<file path="src/rtl/befehls_holer.sv">
// Instruction fetch unit: holds the PC, fetches one word per request and
// allows exactly one PC update (increment or jump) per instruction.
module befehls_holer #(
  parameter logic [31:0] START_ADRESSE = 32'h0000_0000
) (
  input  logic        Clock,
  input  logic        Reset,
  input  logic        LoadBefehlSignal,
  input  logic        PCSignal,
  input  logic        PCSprungSignal,
  input  logic [31:0] SprungZiel,
  input  logic [31:0] MemDaten,
  input  logic        MemBereit,
  output logic [31:0] MemAdresse,
  output logic        MemLesen,
  output logic [31:0] Befehl,
  output logic        BefehlGeladen,
  output logic [31:0] PC,
  output logic [31:0] PCPlus4
);

  typedef enum logic [1:0] {
    LEERLAUF = 2'd0,
    WARTEN   = 2'd1,
    FERTIG   = 2'd2
  } zustand_t;

  localparam logic [31:0] WORT_MASKE = 32'hFFFF_FFFC;

  zustand_t    zustand, zustandNext;
  logic [31:0] pcReg, pcNext;
  logic        aktualisiert, aktualisiertNext;
  logic        pcUpdate;
  logic        befehlLaden;
  logic        memLesenNext, geladenNext;

  // PC writes are blocked while a read is outstanding so the address the
  // memory sees cannot move under it.
  assign pcUpdate = PCSignal && !aktualisiert && (zustand != WARTEN);

  always_comb begin
    zustandNext = zustand;
    befehlLaden = 1'b0;
    case (zustand)
      LEERLAUF: if (LoadBefehlSignal && !pcUpdate) zustandNext = WARTEN;
      WARTEN: begin
        if (MemBereit) begin
          zustandNext = FERTIG;
          befehlLaden = 1'b1;
        end
      end
      FERTIG:   zustandNext = LEERLAUF;
      default:  zustandNext = LEERLAUF;
    endcase
    memLesenNext = (zustandNext == WARTEN);
    geladenNext  = (zustandNext == FERTIG);
  end

  always_comb begin
    aktualisiertNext = aktualisiert;
    if ((zustand == LEERLAUF) && (zustandNext == WARTEN))
      aktualisiertNext = 1'b0;
    else if (pcUpdate)
      aktualisiertNext = 1'b1;
  end

  // Jump targets are forced word aligned; the +4 path wraps modulo 2^32.
  always_comb begin
    pcNext = pcReg;
    if (pcUpdate)
      pcNext = PCSprungSignal ? (SprungZiel & WORT_MASKE) : (pcReg + 32'd4);
  end

  always_ff @(posedge Clock or negedge Reset) begin
    if (!Reset) begin
      zustand       <= LEERLAUF;
      pcReg         <= START_ADRESSE & WORT_MASKE;
      aktualisiert  <= 1'b0;
      Befehl        <= 32'h0;
      MemLesen      <= 1'b0;
      BefehlGeladen <= 1'b0;
    end else begin
      zustand       <= zustandNext;
      pcReg         <= pcNext;
      aktualisiert  <= aktualisiertNext;
      MemLesen      <= memLesenNext;
      BefehlGeladen <= geladenNext;
      if (befehlLaden) Befehl <= MemDaten;
    end
  end

  assign PC         = pcReg;
  assign MemAdresse = pcReg;
  assign PCPlus4    = pcReg + 32'd4;

endmodule

</file>
<file path="config.mk">
export PLATFORM = sky130hd
export DESIGN_NAME = befehls_holer
export DESIGN_NICKNAME = d
export VERILOG_FILES = /design/src/rtl/befehls_holer.sv
export SDC_FILE = /design/constraint.sdc
export NUM_CORES = 1
export LEC_CHECK = 0
export ABC_AREA = 1
export CAP_MARGIN = 40
export CORE_MARGIN = 1
export CORE_UTILIZATION = 30
export DETAILED_ROUTE_END_ITERATION = 6
export PLACE_DENSITY_LB_ADDON = 0.2
export SETUP_SLACK_MARGIN = 0.1
export SLEW_MARGIN = 20
export SYNTH_ARGS = -nofsm -noshare
export SYNTH_HDL_FRONTEND = slang
export SYNTH_SLANG_ARGS = --single-unit
</file>
<file path="constraint.sdc">
create_clock -name Clock -period 2.7 [get_ports Clock]
set_input_delay 0.675 -clock Clock [delete_from_list [all_inputs] [get_ports Clock]]
set_output_delay 0.675 -clock Clock [all_outputs]
set_load 0.05 [all_outputs]
</file>
==> flow_metrics.py <==
metrics = {
    "drt": {
        "antenna_left": 0,
        "via_per_inst": 4.48,
        "drc": 0,
        "drt_iter0_markers": 191,
        "drt_pass1_iterations": 4,
        "wl_per_cell_um": 13.6,
        "vias": 4138,
        "wirelength_um": 12600,
    },
    "cts": {
        "clk_latency_ps": 330,
        "cts_sinks": 67,
        "cts_buffers": 9,
        "clock_path_buffers": 2,
        "cts.hold.buffers_added": 0,
        "path_clk_slew_ps": 60,
        "cts_tree": "done",
        "ctsHtreeMaxLevel": 3,
        "cts-root-buf": "clkbuf_16",
    },
    "placed_design": {
        "io_buffers": 191,
        "dp_hpwl_um": 9260,
        "gp_congestion": 0.830,
        "place_inst": 895,
        "dpl_cell_area_mm2": 0.00617,
    },
    "die": {
        "initial_core_util_pct": 31.2,
        "die_y_um": 118,
        "die_area_mm2": 0.0138,
        "rows": 41,
        "io_pins": 200,
        "die_width_um": 118,
        "core_area_mm2": 0.0128,
    },
    "sta": {
        "clock_skew_ps": 7.75,
        "max_freq_mhz": 394,
        "period_needed_ps": 2540,
        "max-slew-margin-rel_pct": 64.2,
        "drv_slew": 0,
        "fin_setup_tns_ps": 0,
        "finalHoldViolations": 0,
        "whs_ps": 359,
        "rsz0062_at_grt": "yes",
        "max_slew.worst_pin.slew_ps": 535,
        "setup_viol": 0,
        "fin_crit_sh_pct": 94.0,
    },
    "critical_path": {
        "cp.required_ps": 2030,
        "critPathKind": "flop to output pin",
        "crit_arrival_ps": 1860,
        "reg2reg_to": "MemAdresse[12]",
        "ff2ff_setup_slack_ps": 1080,
        "cp-end-kind": "output pin",
        "cp-start-kind": "flop",
        "rr_worst_depth": 8,
        "path_max_fanout": 7,
        "crit-reg2reg-launch": "MemAdresse[2]",
    },
    "global_route": {
        "overflow": 0,
        "grt_pass1_vias": 4171,
        "grt_start_max_net_pins": 68,
        "antenna_found_initial": 0,
        "grt_pass1_wl_um": 20700,
        "grt_util_all_layers_pct": 18.8,
    },
    "final_layout": {
        "areaGrowthSynthToFinish_pct": 66.8,
        "drive_gt1_share_pct": 16.8,
        "final_nets": 817,
        "stdcell_count": 923,
        "stdcell_area_mm2": 0.00669,
        "final_common_cell": "nand2_1",
        "layout_common_cells": "nand2_1, clkdlybuf4s50_1, nor2_1",
        "n_antenna_cell": 0,
        "fillers": 1192,
    },
    "yosys": {
        "synthMuxAreaShare_pct": 0,
        "yosys_warnings": 0,
        "synth_seq_cells": 67,
        "synth_fa_ha_area_share_pct": 0.312,
        "synthXorXnorAreaFrac_pct": 1.53,
        "synth_area_per_cell_um2": 7.02,
        "ys_seq_area_share_pct": 41.8,
        "synth_top_family_by_area": "simple AND/OR/NAND/NOR gates",
        "synth_compound_gate_area_share_pct": 6.62,
        "ys_types": 31,
        "synth_area_mm2": 0.00401,
        "synth_cells": 571,
        "synthSimpleGateAreaFrac_pct": 38.2,
    },
    "outcome": {
        "outcome": "complete, no violations",
    },
    "run": {
        "drv_cap": 0,
    },
    "min_path": {
        "hp-class": "input pin to async pin",
    },
}
==> final cells by class <==
class / instances / area (µm²) / share of cell area [%]
clock buffers: 12 / 246 / 3.69
clock inverters: 4 / 50.0 / 0.749
inverters: 29 / 113 / 1.68
multi-input cells: 426 / 2040 / 30.5
flip-flops and latches: 67 / 1700 / 25.4
well taps: 172 / 215 / 3.22
repair buffers: 213 / 2330 / 34.8
==> worst max path at each step <==
stage / from / end / slack (ps) / cells past startpoint
2_1_floorplan: MemAdresse[2] / PCPlus4[19] / 110 / 7
3_3_place_gp: MemAdresse[2] / PCPlus4[20] / 300 / 7
3_5_place_dp: MemAdresse[2] / PCPlus4[20] / 310 / 7
4_1_cts: MemAdresse[2] / PCPlus4[26] / 100 / 10
5_1_grt: MemAdresse[2] / PCPlus4[23] / 60 / 9
6_report: MemAdresse[2] / PCPlus4[11] / 160 / 8
==> logic make-up (layout without fill, tap and decap cells) <==
family,count (synthesis),count (layout)
compound gates,48,48
flops,67,67
other cells,1,6
buf+inv,83,258
fa+ha+maj,1,1
xor+xnor,7,7
simple gates,364,364
==> metal layers <==
metal	GRT usage [%]	wire length, µm	share of wire (%)	vias to the layer above
met4	7.13	256	2.0	0
met5	0	0	0	-
met2	32.8	6250	50	148
met3	6.15	1050	8.3	15
met1	21.2	5040	40	1894
li1	-	-	-	2081
==> repair_timing <==
| action | 4_1_cts | 5_1_grt |
|---|---|---|
| pin swaps | 4 | 8 |
| buffers inserted | 4 | 8 |
| endpoints found under the setup margin | 14 | 17 |
| gates resized for setup | 13 | 29 |
==> flip-flops by register name (all words and copies together), names as in the netlist <==
name / flops
aktualisiert: 1
MemAdresse: 30
BefehlGeladen: 1
Befehl: 32
zustand: 2
MemLesen: 1
==> synthesized netlist by cell type <==
library cell	number	area (µm²)
buf_2	7	35.0
xnor2_1	5	43.8
a31oi_1	1	6.26
xor2_1	2	17.5
o21bai_1	1	7.51
and2_1	5	31.3
buf_4	36	270
nor2_1	70	263
nor2_2	4	25.0
dfrtp_1	67	1680
nand2_2	4	25.0
or2_2	2	12.5
ha_1	1	12.5
nand3b_1	9	67.6
nor2_4	4	45.0
nor3_1	1	5.00
inv_2	1	3.75
conb_1	1	3.75
o22ai_1	2	12.5
or2_1	1	6.26
inv_1	28	105
nand3_2	1	10.0
o21ai_0	12	60.1
a22oi_1	3	22.5
nand2_1	236	886
nand2_4	1	11.3
clkbuf_1	11	41.3
nor2_8	1	20.0
a21oi_1	26	130
nand3_1	25	125
a21oi_2	3	26.3
==> worst max-delay path, stage by stage, from the launching register on <==
cell	delay [ps]
dfrtp_2	420
buf_12	120
clkinvlp_4	100
nor2_4	140
nand2_4	130
nor2_4	170
nand2_1	90
and2_1	200
buf_12	160
==> metrics by stage <==
| step | setup WS [ps] | util (%) |
|---|---|---|
| after floorplan | 111 | - |
| after global placement | 300 | 48.1 |
| after detailed placement | 309 | 48.1 |
| after CTS | 103 | 51.0 |
| after global routing | 61.7 | 52.1 |
| final | 161 | 52.1 |
Power is not shown: default switching activity piles up to over one toggle a cycle in this logic, so the estimate is an artifact.
